### src/rtl/mac_rx_sched.sv
// mac_rx_sched: ingress scheduler choosing which of four PHY frame FIFOs the
// MAC decoder services next, with a grant/ack/done handshake to the decoder.
//
// Ports:
//   clk, rst            decoder-domain clock, synchronous active-high reset
//   frame_exist[3:0]    complete frame present (clk domain)
//   fifo_half[3:0]      half-full flags (write domain, synchronized here)
//   fifo_afull[3:0]     almost-full flags (write domain, synchronized here)
//   port_en[3:0]        static per-port scheduling enable
//   dec_ready           decoder can take a maximum-size frame
//   grant_valid/id      offer of a port to the decoder
//   grant_ack           decoder accepted the offer (pulse)
//   dec_done            decoder finished the frame (pulse)
//   busy                frame in service
//   timeout_err         watchdog aborted the grant (pulse)
//   starve_vec[3:0]     per-port age counter saturated
module mac_rx_sched #(
    parameter int AGE_WIDTH = 8,
    parameter int AGE_LIMIT = 200,
    parameter int TMO_WIDTH = 16,
    parameter int TMO_LIMIT = 40000
) (
    input  logic       clk,
    input  logic       rst,
    input  logic [3:0] frame_exist,
    input  logic [3:0] fifo_half,
    input  logic [3:0] fifo_afull,
    input  logic [3:0] port_en,
    input  logic       dec_ready,
    output logic       grant_valid,
    output logic [1:0] grant_id,
    input  logic       grant_ack,
    input  logic       dec_done,
    output logic       busy,
    output logic       timeout_err,
    output logic [3:0] starve_vec
);

    typedef enum logic [1:0] {
        S_IDLE  = 2'd0,
        S_OFFER = 2'd1,
        S_BUSY  = 2'd2
    } state_t;

    localparam logic [AGE_WIDTH-1:0] AGE_MAX = AGE_WIDTH'(AGE_LIMIT);
    localparam logic [TMO_WIDTH-1:0] TMO_END = TMO_WIDTH'(TMO_LIMIT - 1);

    state_t               state_q;
    logic                 grant_valid_q;
    logic [1:0]           grant_id_q;
    logic                 busy_q;
    logic                 timeout_err_q;
    logic [1:0]           last_id_q;
    logic [TMO_WIDTH-1:0] wd_q;
    logic [3:0]           half_s1_q, half_s2_q;
    logic [3:0]           afull_s1_q, afull_s2_q;
    logic [AGE_WIDTH-1:0] age_q [4];
    logic [AGE_WIDTH-1:0] age_d [4];

    logic [2:0] lvl [4];
    logic [2:0] best_lvl;
    logic [1:0] win_id;
    logic [1:0] idx;
    logic       serving;

    assign grant_valid = grant_valid_q;
    assign grant_id    = grant_id_q;
    assign busy        = busy_q;
    assign timeout_err = timeout_err_q;
    assign serving     = (state_q == S_OFFER) || (state_q == S_BUSY);

    // Urgency per port; a saturated age outranks every FIFO flag.
    always_comb begin
        for (int i = 0; i < 4; i++) begin
            if (!port_en[i])
                lvl[i] = 3'd0;
            else if (age_q[i] == AGE_MAX)
                lvl[i] = 3'd4;
            else if (afull_s2_q[i])
                lvl[i] = 3'd3;
            else if (fifo_half[i] && 1'b0)
                lvl[i] = 3'd2;
            else if (half_s2_q[i])
                lvl[i] = 3'd2;
            else if (frame_exist[i])
                lvl[i] = 3'd1;
            else
                lvl[i] = 3'd0;
        end
    end

    // Scan starts just after the last served port; strict '>' keeps the
    // first port found at the top level, giving round-robin among ties.
    always_comb begin
        best_lvl = 3'd0;
        win_id   = 2'd0;
        idx      = 2'd0;
        for (int k = 1; k <= 4; k++) begin
            idx = last_id_q + 2'(k);
            if (lvl[idx] > best_lvl) begin
                best_lvl = lvl[idx];
                win_id   = idx;
            end
        end
    end

    always_comb begin
        for (int i = 0; i < 4; i++) begin
            age_d[i] = age_q[i];
            if (lvl[i] != 3'd0 && age_q[i] != AGE_MAX
                && !(serving && grant_id_q == 2'(i)))
                age_d[i] = age_q[i] + 1'b1;
            if (state_q == S_OFFER && grant_ack && grant_id_q == 2'(i))
                age_d[i] = '0;
            starve_vec[i] = (age_q[i] == AGE_MAX);
        end
    end

    always_ff @(posedge clk) begin
        if (rst) begin
            state_q       <= S_IDLE;
            grant_valid_q <= 1'b0;
            grant_id_q    <= 2'd0;
            busy_q        <= 1'b0;
            timeout_err_q <= 1'b0;
            last_id_q     <= 2'd3;
            wd_q          <= '0;
            half_s1_q     <= '0;
            half_s2_q     <= '0;
            afull_s1_q    <= '0;
            afull_s2_q    <= '0;
            for (int i = 0; i < 4; i++)
                age_q[i] <= '0;
        end else begin
            half_s1_q     <= fifo_half;
            half_s2_q     <= half_s1_q;
            afull_s1_q    <= fifo_afull;
            afull_s2_q    <= afull_s1_q;
            timeout_err_q <= 1'b0;
            for (int i = 0; i < 4; i++)
                age_q[i] <= age_d[i];
            case (state_q)
                S_IDLE: begin
                    if (dec_ready && best_lvl != 3'd0) begin
                        grant_id_q    <= win_id;
                        grant_valid_q <= 1'b1;
                        state_q       <= S_OFFER;
                    end
                end
                S_OFFER: begin
                    if (grant_ack) begin
                        grant_valid_q <= 1'b0;
                        busy_q        <= 1'b1;
                        last_id_q     <= grant_id_q;
                        wd_q          <= '0;
                        state_q       <= S_BUSY;
                    end else if (!port_en[grant_id_q]) begin
                        grant_valid_q <= 1'b0;
                        state_q       <= S_IDLE;
                    end
                end
                S_BUSY: begin
                    if (dec_done) begin
                        busy_q  <= 1'b0;
                        state_q <= S_IDLE;
                    end else if (wd_q == TMO_END) begin
                        timeout_err_q <= 1'b1;
                        busy_q        <= 1'b0;
                        state_q       <= S_IDLE;
                    end else begin
                        wd_q <= wd_q + 1'b1;
                    end
                end
                default: begin
                    state_q       <= S_IDLE;
                    grant_valid_q <= 1'b0;
                    grant_id_q    <= 2'd0;
                    busy_q        <= 1'b0;
                    timeout_err_q <= 1'b0;
                end
            endcase
        end
    end

endmodule

### config.mk
export PLATFORM = sky130hd
export DESIGN_NAME = mac_rx_sched
export DESIGN_NICKNAME = d
export VERILOG_FILES = /design/src/rtl/mac_rx_sched.sv
export SDC_FILE = /design/constraint.sdc
export NUM_CORES = 1
export LEC_CHECK = 0
export ABC_AREA = 1
export BUFFER_PORTS_ARGS = -buffer_cell sky130_fd_sc_hd__buf_2
export CAP_MARGIN = 20
export CELL_PAD_IN_SITES_DETAIL_PLACEMENT = 1
export CELL_PAD_IN_SITES_GLOBAL_PLACEMENT = 2
export CORE_UTILIZATION = 31
export CTS_CLUSTER_DIAMETER = 100
export DETAILED_ROUTE_END_ITERATION = 10
export HOLD_SLACK_MARGIN = 0.06
export MAX_ROUTING_LAYER = met4
export PLACE_DENSITY = 0.77
export SYNTH_ARGS = -nofsm -noshare
export SYNTH_HDL_FRONTEND = slang
export SYNTH_SLANG_ARGS = --single-unit
### constraint.sdc
create_clock -name clk -period 4.7 [get_ports clk]
set_input_delay 1.175 -clock clk [delete_from_list [all_inputs] [get_ports clk]]
set_output_delay 1.175 -clock clk [all_outputs]
set_load 0.05 [all_outputs]
* Word-level counts from Yosys, hierarchy flattened
Memory sizes are Yosys's and may differ from the RTL's.
Cells that the tools add are included.
** Cells by class
- Add/sub/neg operators :: 8
- Magnitude comparators :: 9
- Equality and inequality tests :: 20
- Mux-type cells :: 78
- Bitwise operators :: 11
- Reductions and logical operators :: 39
** Operators with widths (number)
- 2-to-1 mux 8 bit :: 12
- 2-to-1 mux 3 bit :: 20
- 2-to-1 mux 16 bit :: 3
- 2-to-1 mux 2 bit :: 18
- adder 8 x 1 -> 8 bit, second input constant :: 4
- == test 8 bit, second input constant :: 4
- inequality test 8 bit, second input constant :: 4
- case mux 16 bit (2 select lines) :: 1
- binary-select mux 3 bit (select 2 bit) :: 4
- logical AND 1 bit :: 18
- adder 16 x 1 -> 16 bit, second input constant :: 1
- == test 16 bit, second input constant :: 1
- 2-to-1 mux 1 bit :: 15
- nonzero test 3 bit :: 5
- greater-or-equal comparator 3 bit, second input constant :: 4
- NOT 2 -> 3 bit :: 4
- greater-than comparator 3 bit :: 3
- AND reduction 3 bit :: 3
- inequality test 2 bit, second input constant :: 4
- == test 2 bit, second input constant :: 3
- case mux 1 bit (3 select lines) :: 2
- case mux 2 bit (3 select lines) :: 1
- adder 2 bit, second input constant :: 2
- == test 2 x 1 -> 1 bit, second input constant :: 2
- 17 further kinds :: 27
** Storage, ports and cells
- Flip-flop bits (word level) :: 41
- Memory bits (writable) :: 32
- Input bits :: 21
- Output and inout bits :: 9
- Word-level logic and storage cells :: 177
- Memories :: 1
** Memories
- age_q :: depth 4, width 8, rd ports 4, clocked after memory_dff 0, write ports 4, RTL line 57 : logic [AGE_WIDTH-1:0] age_q [4];

* Logic depth before layout (Yosys ltp)
Gate-level depths: netlist of the first run.
- Depth after elaboration :: 20
- Mapped depth :: 40
- Gate-level depth less buffers :: 40

* Worst setup path before layout of the first run
OpenSTA, ideal clock, no wires.
- Path type :: input to register
- Start point :: input port_en[3]
- End point :: register grant_id_q[1], in the netlist grant_id[1]
- Library setup time :: 0.113 ns
- Data arrival time :: 4.918 ns
- Data required time :: 4.587 ns
- Slack :: -0.330 ns
- Stages on the path :: 35
- Buffers on the path :: 0
- Path through :: inv_1 > a21oi_1 > nand3_1 > nand3_1 > nand2_1 > ha_1 > nand2_1 > nor2_1 > nor2_1 > nand2_1 > o21ai_2 > inv_1 > nand3_1 > and2_1 > ha_1 > nand2_1 > nor2_1 > nor3b_2 > a31oi_1 > inv_1 > nand3_1 > nand2_2 > ha_1 > nand2_1 > o21ai_0 > nand2_1 > inv_1 > nand3_1 > o21ai_1 > o21bai_4 > nand2_4 > nand2_1 > nand2_1 > nand2_1 > nor2_1
** On the way
- Cells in the longest elaborated chain, start to end :: 16
- Elaborated cells on any way between the ends :: 31
- Classes of those cells :: order compare: 4; eq/ne: 1; mux: 23; reduce/logical: 3
** RTL lines
- start, declared :: RTL line 28 : input logic [3:0] port_en,
- 2-to-1 mux 3 bit * :: RTL line 75 : if (!port_en[i])
- binary-select mux 3 bit (select 2 bit) :: RTL line 100, 101
- 2-to-1 mux 3 bit (implied by the code) (2 in series) :: RTL line 100, 101
- greater-than comparator 3 x 1 -> 1 bit :: RTL line 100 : if (lvl[idx] > best_lvl) begin
- 2-to-1 mux 3 bit :: RTL line 100
- greater-than comparator 3 bit :: RTL line 100
- 2-to-1 mux 3 bit :: RTL line 100
- greater-than comparator 3 bit :: RTL line 100
- 2-to-1 mux 3 bit :: RTL line 100
- greater-than comparator 3 bit :: RTL line 100
- 2-to-1 mux 3 bit :: RTL line 100
- nonzero test 3 bit :: RTL line 144 : if (dec_ready && best_lvl != 3'd0) begin
- logical AND 1 bit :: RTL line 144
- inequality test 2 bit (no line)
- AND reduction 2 bit (no line)
- end signal, assigned :: RTL line 145 : grant_id_q <= win_id;
- end, declared :: RTL line 50 : logic [1:0] grant_id_q;
Mark *: on every way between the ends. The rest lies on a longest branch, timed or not. The select of a mux whose other input is x is not followed.
A chain may end at the register's enable or synchronous reset.

* Final worst setup path of the first run
- Start point :: input port_en[2]
- End point :: register state_q[1]
** On the way
- Cells in the longest elaborated chain, start to end :: 16
- Elaborated cells on any way between the ends :: 28
- Classes of those cells :: order compare: 4; eq/ne: 2; mux: 19; reduce/logical: 3
** RTL lines
- 2-to-1 mux 3 bit :: RTL line 75
- binary-select mux 3 bit (select 2 bit) :: RTL line 100, 101
- 2-to-1 mux 3 bit (implied by the code) (2 in series) :: RTL line 100, 101
- greater-than comparator 3 x 1 -> 1 bit :: RTL line 100
- 2-to-1 mux 3 bit :: RTL line 100
- greater-than comparator 3 bit :: RTL line 100
- 2-to-1 mux 3 bit :: RTL line 100
- greater-than comparator 3 bit :: RTL line 100
- 2-to-1 mux 3 bit :: RTL line 100
- greater-than comparator 3 bit :: RTL line 100
- 2-to-1 mux 3 bit :: RTL line 100
- nonzero test 3 bit :: RTL line 144
- logical AND 1 bit :: RTL line 144
- inequality test 2 bit (no line)
- AND reduction 3 bit (no line) *
- end signal, assigned :: RTL line 147 : state_q <= S_OFFER;
- end signal, assigned :: RTL line 156 : state_q <= S_BUSY;
- end signal, assigned :: RTL line 159 : state_q <= S_IDLE;
- end, declared :: RTL line 48 : state_t state_q;
Marked as above.

==> run_results.csv, run 1 <==
group,metric,value,unit
clock_tree,clkLatencyLatePin,0.34,ns
floorplan,ioPinCount,30,
routing,routed_wl,14800,µm
synth,netlist_area,4345,µm²
critical_path,cp_max_fo,4,
run_status,violations,"negative setup slack",
critical_path,crit_required,4.94,ns
synth,ys.warnings.count,0,
global_routing,grt_pass1_vias,4899,
placed_design,hpwl,10360,µm
timing,maxSlewHeadroom,0.2996,
run,cap_violations,0,
critical_path,critical_path_class,"in -> reg",
timing,drv_slew,0,
run_status,status,"complete, but fails checks",
placed_design,place_inst,887,
placed_design,io_buffers,29,
timing,grt_setup_unrepaired,"yes",
critical_path,crit_top_cell,"nand2_2",
synth,synth-seq-cells,73,
timing,fin_skew,0.004823,ns
clock_tree,clock_path_buffers,2,
layout,fin_area,6251,µm²
critical_path,cp_data_arrival_time,5.24,ns
routing,dr.pass1.iters,4,
worst_hold_path,hold_class,"reg -> reg",
clock_tree,htree_levels,3,
critical_path,crit_path_start_kind,"input pin",
clock_tree,clkSlewWorstSetupHoldPaths,0.06,ns
layout,nNetsFinal,814,
clock_tree,cts_num_sinks,73,
clock_tree,cts_hold_buf,0,
critical_path,cp-end-kind,"flop",
critical_path,cp.buffers_inverters,3,
synth,ys_seq_area_frac,0.3363,
timing,period_minus_slack,4.997,ns
placed_design,post_dp_cell_area,5216,µm²
timing,fin_ws,-0.2969,ns
timing,max_freq,200.1,MHz
routing,ant_nets,0,
floorplan,initial_core_util,0.3230,
placed_design,routabilityCongestion,0.8641,
layout,fin_util,0.4647,
critical_path,critPathTopFamily,"simple AND/OR/NAND/NOR gates",
clock_tree,clockRootBuffer,"clkbuf_16",
floorplan,fp-row-count,42,
power_and_ir_drop,power_density,650.5,nW/µm²
layout,layout.cells.non_filler,953,
layout,syn2layout_area_growth,43.85,%
global_routing,antenna_found_initial,0,
power_and_ir_drop,leakage,2.778,nW
timing,hold_slack,0.3981,ns
power_and_ir_drop,power,4.066,mW
timing,fin_crit_sh,1.063,
clock_tree,cts_tree,"done",
timing,worst_slew_pin_slew,1.040,ns
global_routing,track_usage,0.2099,
routing,drc_errors,0,
synth,syn_nets,679,
routing,via_count,4649,
floorplan,die_w,120.4,µm
timing,hold_viol_final,0,
synth,synth_cell_types,42,
critical_path,cp_slowest_cell,"nor3b_2",
floorplan,die_y,120.4,µm
routing,drt_iter0_drc,162,
timing,finalSetupViolations,5,
routing,routed_via_density,4.878,
global_routing,grt_pass1_wl,23000,µm
power_and_ir_drop,ir_drop,0.3121,mV
layout,fillers,1708,
global_routing,grt_remaining_overflow,0,
synth,syn_avg_cell_area,6.822,µm²
synth,netlist_instances,637,
clock_tree,cts_buffers,9,
layout,drive_gt1_frac,0.3565,
placed_design,preCtsSetupSlack,-0.7060,ns
routing,wl_per_cell,15.53,µm
floorplan,die_area,14500,µm²
global_routing,grt_max_degree,28,
critical_path,cpPeakStageDelay,0.29,ns
floorplan,core-area,13450,µm²
timing,setup-tns-final,-1.330,ns
layout,n_antenna_cell,0,
[metal layers]
metal  vias up  share of wire  track usage
met5         -              0            -
met4         0          0.043      0.09336
met3        35          0.024      0.04811
met2        52           0.53       0.3736
met1      2218           0.41       0.2211
li1       2344              -            -
[power breakdown]
group	internal [mW]	switching [mW]	leakage, nW
combinational	1.28	1.36	2.03
sequential	0.665	0.0422	0.595
clock	0.440	0.275	0.149
total	2.39	1.68	2.78
[logic make-up (layout without fill, tap and decap cells)]
family                     after synthesis  after routing  synth area share
AOI/OAI and AO/OA                      103            103            0.1327
adders and majority gates               21             21           0.06047
DFF                                     73             73            0.3363
and+or+nand+nor                        315            315            0.3444
xor gates and xnor gates                 8              8           0.02044
buffers and inverters                  117            257            0.1057
[cells in the mapped netlist (all sizes together)]
master,instances,share of area
dfxtp,73,0.34
o21bai,1,0.0043
o21ba,1,0.0023
nor2,64,0.060
o21ai,34,0.040
nor4,4,0.0058
and2,4,0.0063
or2,3,0.0043
o22ai,1,0.0014
clkbuf,3,0.0026
nand4,10,0.014
a31oi,2,0.0029
buf,6,0.0098
ha,21,0.060
inv,108,0.093
nand3,63,0.078
a21oi,50,0.058
nand2,135,0.13
nor3,23,0.032
o211ai,2,0.0035
a211oi,4,0.0069
xor2,8,0.020
nor3b,7,0.013
o21a,5,0.0086
o31ai,3,0.0052
or3,1,0.0014
nor4b,1,0.0020
[area by class of cell]
type / count / area (µm²) / share of cell area
Timing Repair Buffer: 133 / 970.9 / 0.1553
Clock inverter: 4 / 51.30 / 0.008207
Clock buffer: 12 / 256.5 / 0.04103
Sequential cell: 73 / 1461 / 0.2338
Multi-Input combinational cell: 447 / 2863 / 0.4580
Tap cell: 176 / 220.2 / 0.03523
Inverter: 108 / 427.9 / 0.06845
[sequential cells by signal, summed over array words and instances (netlist names), 2 cells and up]
name,count
wd_q,16
afull_s2_q,4
age_q,32
half_s1_q,4
last_id_q,2
afull_s1_q,4
state_q,2
grant_id,2
half_s2_q,4
[path summary, 6_finish.rpt]
path	startpoint	end	slack (ns)	cells after the start
max	port_en[2]	state_q[1]	-0.30	34
min	afull_s1_q[2]	afull_s2_q[2]	0.40	2
max reg2reg	age_q[2][0]	state_q[1]	-0.18	37
min reg2reg	afull_s1_q[2]	afull_s2_q[2]	0.40	2
[placed cells by master (no fill, tap or decap), drive strengths merged, types with 8 or more instances in the layout]
master,instances
nand2,135
buf,133
inv,108
dfxtp,73
nor2,64
nand3,63
a21oi,50
o21ai,34
nor3,23
ha,21
clkbuf,12
nand4,10
xor2,8
[worst min-delay path, stage by stage, from the launching register on]
cell     delay, ns
dfxtp_1       0.29
inv_1         0.04
nor2_1        0.03
[what timing repair did]
item / 4_1_cts / 5_1_grt
resized for setup: 49 / 33
pin swaps: 45 / 33
endpoints found under the setup margin: 5 / 5
setup buffers: 34 / 17
(Power assumes the default switching activity.)
==> inputs of run 2 (changes only) <==
Settings changed: CORE_ASPECT_RATIO set to 1.75.
==> run 2 against run 1 <==
Effect of this change:
- the run still ends with negative setup slack left
- wire length rose by 5.1%
- register-to-register slack improved by 0.15 ns
- cell count rose by 1.3%
- sequential power barely moved
- worst hold slack barely moved
- critical path depth rose by 2
- sequential share of layout area fell by 0.43 points
- clock power fell by 4.5%
- largest power group unchanged
==> run_results.csv, run 2 (synthesis results as in run 1) <==
group,metric,value,unit
run_status,status,"complete, but fails checks",
run_status,violations,"negative setup slack",
power_and_ir_drop,clkPwrFrac,0.164,
placed_design,preCtsSetupSlack,-0.7930,ns
clock_tree,cts_tree,"done",
timing,period_minus_slack,4.885,ns
power_and_ir_drop,ir_drop,0.2665,mV
global_routing,grt_remaining_overflow,0,
timing,max_freq,204.7,MHz
layout,n_antenna_cell,0,
global_routing,antenna_found_initial,0,
clock_tree,clock_path_buffers,2,
clock_tree,cts_hold_buf,0,
routing,ant_nets,0,
routing,routed_via_density,4.963,
timing,grt_setup_unrepaired,"yes",
floorplan,ioPinCount,30,
critical_path,cp_data_arrival_time,5.12,ns
critical_path,regToRegSetupSlack,-0.03,ns
layout,largest_reg_flops,32,
layout,most-common-layout-cells,"114 x buf_4, 109 x nand2_1, 86 x inv_1, 73 x dfxtp_1, 49 x nor2_1",
critical_path,startpoint,"port_en[3]",
global_routing,grt_max_degree,28,
clock_tree,cts_num_sinks,73,
timing,setup-tns-final,-0.8052,ns
clock_tree,cts_buffers,9,
clock_tree,clkSlewWorstSetupHoldPaths,0.07,ns
routing,routed_wl,15550,µm
routing,drc_errors,0,
routing,via_count,4789,
critical_path,endpoint,"state_q[1]",
global_routing,track_usage,0.2270,
clock_tree,clockRootBuffer,"clkbuf_16",
critical_path,cp_max_fo,4,
floorplan,die_area,14510,µm²
critical_path,cp-end-kind,"flop",
power_and_ir_drop,intPower,2.423,mW
floorplan,initial_core_util,0.3213,
placed_design,hpwl,10930,µm
critical_path,critical_path_class,"in -> reg",
placed_design,routabilityCongestion,0.8935,
layout,top_register,"age_q",
power_and_ir_drop,power_density,652.8,nW/µm²
critical_path,cpPeakStageDelay,0.16,ns
timing,hold_viol_final,0,
critical_path,ff2ff_path_depth,34,
power_and_ir_drop,combPwrFrac,0.665,
layout,syn2layout_area_growth,46.53,%
routing,dr.pass1.iters,4,
layout,top_regs,"age_q (32), wd_q (16)",
floorplan,core-area,13520,µm²
critical_path,r2r-end,"state_q[1]",
timing,drv_slew,0,
layout,fin_util,0.4709,
timing,hold_slack,0.3979,ns
critical_path,crit_path_start_kind,"input pin",
placed_design,post_dp_cell_area,5214,µm²
floorplan,die_y,158.6,µm
worst_hold_path,hold_class,"reg -> reg",
routing,wl_per_cell,16.11,µm
run,cap_violations,0,
timing,fin_skew,0.01484,ns
timing,fin_ws,-0.1854,ns
floorplan,die_w,91.50,µm
floorplan,fp-row-count,56,
critical_path,cp_slowest_cell,"buf_4",
layout,layout_commonest_cell,"buf_4",
timing,finalSetupViolations,5,
routing,drt_iter0_drc,121,
timing,fin_crit_sh,1.039,
critical_path,crit_required,4.93,ns
critical_path,r2r_start,"age_q[1][0]",
timing,maxSlewHeadroom,0.5385,
global_routing,grt_pass1_vias,5087,
global_routing,grt_pass1_wl,24720,µm
layout,drive_gt1_frac,0.3679,
timing,worst_slew_pin_slew,0.6850,ns
power_and_ir_drop,switchingPower,1.734,mW
layout,fin_area,6367,µm²
layout,nNetsFinal,828,
power_and_ir_drop,power_frac_seq,0.170,
clock_tree,clkLatencyLatePin,0.35,ns
power_and_ir_drop,leakage,2.851,nW
placed_design,io_buffers,29,
power_and_ir_drop,switching_share,0.4171,
critical_path,crit_top_cell,"buf_4",
clock_tree,htree_levels,3,
[run 2: changes by cell type in the layout (fill, tap and decap cells not counted), sizes merged]
cell and change:
bufinv -1, inv +3, buf +14, clkbuf -2
[run 2: worst min-delay path by stage]
stage                  startpoint            end  slack [ns]  depth (start not counted)
floorplan           afull_s1_q[0]  afull_s2_q[0]        0.39                          2
global placement    afull_s1_q[2]  afull_s2_q[2]        0.39                          2
detailed placement  afull_s1_q[2]  afull_s2_q[2]        0.40                          2
CTS                  half_s1_q[1]   half_s2_q[1]        0.41                          2
global route         half_s1_q[2]   half_s2_q[2]        0.43                          2
finish               half_s1_q[2]   half_s2_q[2]        0.40                          2
[run 2: repair_timing]
item                                    4_1_cts  5_1_grt
setup buffers                                54       12
endpoints found under the setup margin        5        5
resized for setup                            44       45
pin swaps                                    41       33
gates cloned                                  0        0
[run 2: power by group through the flow]
stage	sequential, mW	clock [mW]	combinational (mW)
after CTS	0.708	0.696	2.29
after global routing	0.715	0.728	3.02
after floorplan	0.732	0	1.13
after detailed placement	0.722	0	1.84
after global placement	0.720	0	1.77
final	0.709	0.683	2.77
[run 2: through the flow]
step / std cells / total power [mW]
CTS: 954 / 3.696
detailed placement: 885 / 2.565
global route: 965 / 4.460
finish: 965 / 4.157
floorplan: 637 / 1.865
global placement: 885 / 2.495
[run 2: critical path: cells and delay by family]
kind / cells / cell delay, ns
simple gates: 11 / 0.92
buf+inv: 20 / 2.31
fa+ha+maj: 1 / 0.14
compound gates: 4 / 0.55
[run 2: final cells by class]
cell class,count,area [µm²]
well taps,174,217.7
repair buffers,147,1080
inverters,108,427.9
fillers,1689,7156
clock inverters,6,47.55
flip-flops and latches,73,1461
clock buffers,10,239.0
multi-input cells,447,2894
[run 2: routing by layer]
layer,up-vias,part of all wire,track usage
met5,-,0,-
met4,0,0.042,0.1081
li1,2368,-,-
met3,39,0.020,0.03343
met1,2316,0.36,0.2069
met2,66,0.58,0.4529
